<file path="src/rtl/ps2_byte_receiver.sv">
// PS/2 keyboard byte receiver: synchronizes and deglitches the raw PS/2
// clock, samples data on filtered falling edges, checks the 11-bit frame and
// emits each good byte with a one-cycle strobe. Bad or stalled frames are
// dropped and reported with a one-cycle error pulse.
module ps2_byte_receiver #(
    parameter int FILTER_LEN     = 8,
    parameter int TIMEOUT_CYCLES = 100000
) (
    input  logic       clock,
    input  logic       resetn,
    input  logic       ps2_clk,
    input  logic       ps2_dat,
    output logic [7:0] last_data_received,
    output logic       received_data_en,
    output logic       parity_error,
    output logic       frame_error
);
    localparam int FW = (FILTER_LEN > 1) ? $clog2(FILTER_LEN) : 1;
    localparam int TW = $clog2(TIMEOUT_CYCLES + 1);

    typedef enum logic [1:0] {S_IDLE, S_DATA, S_PARITY, S_STOP} state_t;

    state_t        state, state_n;
    logic          clk_s1, clk_s2, dat_s1, dat_s2;
    logic          clk_filt, clk_filt_d;
    logic [FW-1:0] filt_cnt;
    logic          fall_tick;
    logic [TW-1:0] to_cnt;
    logic          timeout;
    logic [7:0]    shreg, shreg_n;
    logic [2:0]    bit_cnt, bit_cnt_n;
    logic          par_bit, par_n;
    logic          data_en_n, perr_n, ferr_n;

    // Two-flop synchronizers; idle bus level is high.
    always_ff @(posedge clock or negedge resetn) begin
        if (!resetn) begin
            clk_s1 <= 1'b1;
            clk_s2 <= 1'b1;
            dat_s1 <= 1'b1;
            dat_s2 <= 1'b1;
        end else begin
            clk_s1 <= ps2_clk;
            clk_s2 <= clk_s1;
            dat_s1 <= ps2_dat;
            dat_s2 <= dat_s1;
        end
    end

    // Adopt a new clock level only after it has been stable FILTER_LEN cycles.
    always_ff @(posedge clock or negedge resetn) begin
        if (!resetn) begin
            clk_filt   <= 1'b1;
            clk_filt_d <= 1'b1;
            filt_cnt   <= '0;
        end else begin
            clk_filt_d <= clk_filt;
            if (clk_s2 != clk_filt) begin
                if (filt_cnt == FW'(FILTER_LEN - 1)) begin
                    clk_filt <= clk_s2;
                    filt_cnt <= '0;
                end else begin
                    filt_cnt <= filt_cnt + 1'b1;
                end
            end else begin
                filt_cnt <= '0;
            end
        end
    end

    assign fall_tick = clk_filt_d & ~clk_filt;

    // A stalled frame is abandoned; a coincident fall_tick keeps it alive.
    assign timeout = (state != S_IDLE) && !fall_tick &&
                     (to_cnt == TW'(TIMEOUT_CYCLES - 1));

    // Inter-edge watchdog: cleared by edges and while idle, saturating.
    always_ff @(posedge clock or negedge resetn) begin
        if (!resetn) begin
            to_cnt <= '0;
        end else if (fall_tick || state_n == S_IDLE) begin
            to_cnt <= '0;
        end else if (to_cnt != TW'(TIMEOUT_CYCLES - 1)) begin
            to_cnt <= to_cnt + 1'b1;
        end
    end

    // Frame sequencing and end-of-frame verdict.
    always_comb begin
        state_n   = state;
        shreg_n   = shreg;
        bit_cnt_n = bit_cnt;
        par_n     = par_bit;
        data_en_n = 1'b0;
        perr_n    = 1'b0;
        ferr_n    = 1'b0;
        case (state)
            S_IDLE: begin
                if (fall_tick && !dat_s2) begin
                    state_n   = S_DATA;
                    bit_cnt_n = 3'd0;
                    shreg_n   = 8'h00;
                end
            end
            S_DATA: begin
                if (fall_tick) begin
                    shreg_n   = {dat_s2, shreg[7:1]};
                    bit_cnt_n = bit_cnt + 3'd1;
                    if (bit_cnt == 3'd7) state_n = S_PARITY;
                end
            end
            S_PARITY: begin
                if (fall_tick) begin
                    par_n   = dat_s2;
                    state_n = S_STOP;
                end
            end
            S_STOP: begin
                if (fall_tick) begin
                    state_n = S_IDLE;
                    if (!dat_s2)                 ferr_n    = 1'b1;
                    else if (^{shreg, par_bit})  data_en_n = 1'b1;
                    else                         perr_n    = 1'b1;
                end
            end
            default: state_n = S_IDLE;
        endcase
        if (timeout) begin
            state_n   = S_IDLE;
            data_en_n = 1'b0;
            perr_n    = 1'b0;
            ferr_n    = 1'b1;
        end
    end

    // State, datapath and registered output pulses.
    always_ff @(posedge clock or negedge resetn) begin
        if (!resetn) begin
            state              <= S_IDLE;
            shreg              <= 8'h00;
            bit_cnt            <= 3'd0;
            par_bit            <= 1'b0;
            last_data_received <= 8'h00;
            received_data_en   <= 1'b0;
            parity_error       <= 1'b0;
            frame_error        <= 1'b0;
        end else begin
            state            <= state_n;
            shreg            <= shreg_n;
            bit_cnt          <= bit_cnt_n;
            par_bit          <= par_n;
            received_data_en <= data_en_n;
            parity_error     <= perr_n;
            frame_error      <= ferr_n;
            if (data_en_n) last_data_received <= shreg;
        end
    end
endmodule

</file>
<file path="config.mk">
export PLATFORM = sky130hd
export DESIGN_NAME = ps2_byte_receiver
export DESIGN_NICKNAME = d
export VERILOG_FILES = /design/src/rtl/ps2_byte_receiver.sv
export SDC_FILE = /design/constraint.sdc
export NUM_CORES = 1
export LEC_CHECK = 0
export BUFFER_PORTS_ARGS = -buffer_cell sky130_fd_sc_hd__buf_2
export CAP_MARGIN = 20
export CORE_MARGIN = 2
export CORE_UTILIZATION = 50
export CTS_BUF_LIST = sky130_fd_sc_hd__clkbuf_8
export DETAILED_ROUTE_END_ITERATION = 10
export PLACE_DENSITY = 0.71
export RECOVER_POWER = 25
export REMOVE_ABC_BUFFERS = 1
export SLEW_MARGIN = 20
export SYNTH_ARGS = -nofsm -noshare
export SYNTH_HDL_FRONTEND = slang
export SYNTH_SLANG_ARGS = --single-unit
export TNS_END_PERCENT = 5
</file>
<file path="constraint.sdc">
create_clock -name clock -period 3.63 [get_ports clock]
set_input_delay 0.363 -clock clock [delete_from_list [all_inputs] [get_ports clock]]
set_output_delay 0.363 -clock clock [all_outputs]
set_load 0.005 [all_outputs]
</file>
* After elaboration in Yosys (flattened, before gate mapping) *
Cells that the tools add are included.

word-level totals
  register bits after elaboration = 51
  latch bits = 0
  memory bits (writable) = 0
  memory bits (read-only) = 0
  output and inout bits = 11
  memories kept = 0

cells by class
  add/subtract/negate cells = 3
  multiply operators = 0
  divide/modulo/power cells = 0
  magnitude comparators = 0
  equal/unequal tests = 10
  shifts and indexed selects = 0
  mux-type cells = 31
  bitwise logic cells = 2
  reduce and logical (&&, ||, !) cells = 15

operators by type and width
  kind                   count
  $mux 17                2
  $add 17x1->17 const B  1
  $eq 17x17->1 const B   1
  $ne 17x17->1 const B   1
  $mux 8                 2
  $pmux 8 s2             1
  $mux 1                 14
  $mux 2                 6
  $mux 3                 4
  $reduce_xor 9->1       1
  $pmux 2 s4             1
  $add 3x1->3 const B    2
  $eq 3x3->1 const B     2
  $pmux 3 s2             1
  $reduce_bool 2->1      3
  $eq 2x2->1 const B     2
  $logic_not 2->1        2
  $ne 2x2->1 const B     2
  $reduce_and 2->1       2
  $logic_and 1x1->1      3
  $reduce_and 3->1       1
  $eq 2x1->1 const B     1
  $logic_not 1->1        2
  $and 1x1->1            1
  3 further kinds        3

* Logic depth before layout (Yosys ltp) *
  depth in word-level cells = 9
  depth in mapped cells = 6

* Worst setup path before layout *
OpenSTA, ideal clock, no wires.

  path type = register to register
  from = reg to_cnt[0]
  to = reg frame_error
  library setup time = 0.067 ns
  data arrival time = 1.814 ns
  required time = 3.563 ns
  path slack = 1.749 ns
  cell stages (with the launch flop) = 6
  buffers on the path = 0
  clock period less this slack = 1.881 ns
  path through = dfrtp_1 -> ha_1 -> or4b_2 -> or3_1 -> a211oi_1 -> a41o_1

between the ends
  word-level cells in the longest chain between the ends = 3

RTL lines
  item                      line  source
  start: declaration        28    logic [TW-1:0] to_cnt;
  start signal: assignment  84    to_cnt <= to_cnt + 1'b1;
  $eq 17x17->1              75    (to_cnt == TW'(TIMEOUT_CYCLES - 1));
  $logic_and 1x1->1         74    assign timeout = (state != S_IDLE) && !fall_tick &&
  $mux 1                    128   if (timeout) begin
  named net ferr_n          33    logic data_en_n, perr_n, ferr_n;
  end signal: assignment    154   frame_error <= ferr_n;
  end: declaration          16    output logic frame_error

The timed path passes the listed nets, and every way through them passes these cells.
A chain may end at the register's enable or synchronous reset.

* Final worst setup path *
Same ends and word-level chain as after synthesis.

==> out/qor.yml <==
drt:
  wl_per_cell_um: 15.3
  drc_errors: 0
  wl_met3_um: 204
  met2_length_um: 1820
  drt_iter0_markers: 99
  routed-via-count: 1518
  wl_met1_um: 1890
  wirelength_um: 3960
  first_pass_iters: 4
  drt.antenna.violating_nets: 0
  via_per_inst: 5.86
  topRoutingLayerUsed: "met4"
placement:
  dpl-instance-area_mm2: 0.00242
  dp_cells: 251
  port_buffers: 14
  gp_congestion: 0.895
  dp_hpwl_um: 2730
clock_network:
  cts_made_buffers: 5
  clock-root-buffer: "clkbuf_8"
  clock_latency_ns: 0.30
  clkTransAtPathRegs_ns: 0.10
  cts_max_level: 2
  cts.sinks: 51
  cts_tree: "done"
  ctsResizeCount: 0
  hold_buffers: 0
  clock_path_buffers: 2
  post_cts_buffers: 0
timing:
  worst_pin_slew_ns: 0.778
  grt_setup_unrepaired: "no"
  finalCritPeriodShare_pct: 57.1
  min_period_ns: 2.07
  finClkSkew_ns: 0.0121
  setup_viol: 0
  maxSlewHeadroom_pct: 47.8
  tns_ns: 0
  slew_viol_final: 0
  maxClockFrequency_ghz: 0.483
  final_hold_viol_count: 0
final_layout:
  drive_gt1_share_pct: 20.3
  area_growth_pct: 8.76
  nFillCells: 368
  layout.nets: 215
  utilization_pct: 57.0
  fin_cells: 259
  fin_area_mm2: 0.00252
  antenna_cells: 0
global_route:
  first_global_vias: 1540
  grtUsageTotal_pct: 17.4
  grt_max_degree: 52
  grt_overflow: 0
  antenna_found_initial: 0
  grt_first_pass_wirelength_um: 7090
setup_path:
  cp_max_fo: 7
  critical_path_arrival_ns: 2.31
  worstPathCellList: "ha_1, or4b_2, or3_1, a211oi_1, a41o_1"
  cp-end-kind: "flop"
  crit_type: "reg -> reg"
  crit_path_max_incr_delay_ns: 0.59
  worstPathBufferInverterCount: 0
  cp_slowest_cell: "or4b_2"
  critPathRequiredTime_ns: 3.87
  start_kind: "flop"
  critPathTopFamily: "simple AND/OR/NAND/NOR gates"
floorplan:
  die_w_um: 72.0
  initial_utilization_pct: 52.4
  row_count: 24
  coreArea_mm2: 0.00441
  die_h_um: 72.0
  num_io_pins: 15
  dieArea_mm2: 0.00519
synth:
  synth.area.top_cells: "dfrtp_1, dfstp_2, mux2_4"
  post-synth-top-area-fraction_pct: 48.6
  ys.flop_type: "dfrtp_1"
  synth-edff-count: 0
  synthArstFlopShare_pct: 100
  yosysTopAreaCell: "dfrtp_1"
  synth_common_cells: "dfrtp_1, nor2_1, a22o_1, xor2_1"
  syn_avg_cell_area_um2: 12.1
  yosysSeqAreaShare_pct: 55.5
  synth_cell_types: 36
  synth_cells: 191
  yosysMostFrequentCell: "dfrtp_1"
  yosys_register_bits: 51
  syn_area_mm2: 0.00231
  yosys_warnings: 0
power_and_ir_drop:
  power.density_mw_per_mm2: 486
  max-vdd-ir-drop_uv: 312
  leakage_nw: 1.16
min_path:
  hold_class: "in -> async"
job:
  maxCapViolCount: 0
status:
  status: "complete, no violations"
state kept, by name, indices dropped and copies added (netlist names), 2 cells and up:
signal              flops
last_data_received      8
filt_cnt                3
to_cnt                 17
shreg                   8
state                   2
bit_cnt                 3
metrics by stage:
step                total power [mW]  setup slack (ns)  hold WS [ns]
detailed placement             0.903              1.58         0.347
finish                          1.22              1.56        0.0578
floorplan                      0.835              1.75        0.0674
global route                    1.30              1.42         0.111
CTS                             1.24              1.56         0.145
global placement               0.886              1.69         0.346
metal layers:
metal / track usage [%] / vias up
met1: 24.5 / 755
li1: - / 720
met3: 4.44 / 4
met5: 0 / -
met4: 4.40 / 0
met2: 27.3 / 39
kinds of logic (layout without fill, tap and decap cells):
group,after synthesis,after routing,synth area share [%]
flops,51,51,55.5
mux,13,13,7.73
simple gates,72,72,17.0
xor+xnor,19,19,8.38
compound gates,23,23,7.14
fa+ha+maj,5,5,2.70
buf+inv,8,24,1.62
power breakdown:
part	switching (mW)	leakage (nW)	internal [mW]
clock	0.192	0.0489	0.140
sequential	0.0525	0.685	0.630
combinational	0.121	0.428	0.0875
final timing paths:
path / startpoint / endpoint / slack (ns) / depth (start not counted)
worst max-delay path: to_cnt[0]$_DFFE_PN0P_ / frame_error$_DFF_PN0_ / 1.56 / 5
worst min-delay path: resetn / last_data_received[5]$_DFFE_PN0P_ / 0.06 / 1
worst max register to register: to_cnt[0]$_DFFE_PN0P_ / frame_error$_DFF_PN0_ / 1.56 / 5
worst min register to register: clk_s1$_DFF_PN1_ / clk_s2$_DFF_PN1_ / 0.36 / 0
max in group asynchronous: resetn / to_cnt[13]$_DFFE_PN0P_ / 3.12 / 1
min in group clock: ps2_clk / clk_s1$_DFF_PN1_ / 0.16 / 1
area by class of cell:
| class | count | area, µm² | area share (%) |
|---|---|---|---|
| sequential | 51 | 1280 | 51.0 |
| timing repair buffer | 15 | 80.1 | 3.18 |
| multi-input combinational | 132 | 993 | 39.5 |
| tap | 52 | 65.1 | 2.58 |
| clock inverter | 3 | 22.5 | 0.895 |
| clock buffer | 5 | 68.8 | 2.73 |
| inverter | 1 | 3.75 | 0.149 |
cells in the final DEF, fill, tap and decap left out, types with 4 or more instances in the layout:
| master | instances |
|---|---|
| or3_1 | 4 |
| clkbuf_8 | 5 |
| xnor2_1 | 7 |
| a21oi_1 | 4 |
| nand3_1 | 8 |
| buf_2 | 13 |
| nor2_1 | 19 |
| nor3_1 | 4 |
| nand4_1 | 8 |
| o21ai_0 | 4 |
| dfstp_2 | 6 |
| a22o_1 | 10 |
| dfrtp_1 | 45 |
| xor2_1 | 10 |
| ha_1 | 5 |
| nand2_1 | 9 |
| mux2_4 | 9 |
(Power assumes the default switching activity.)
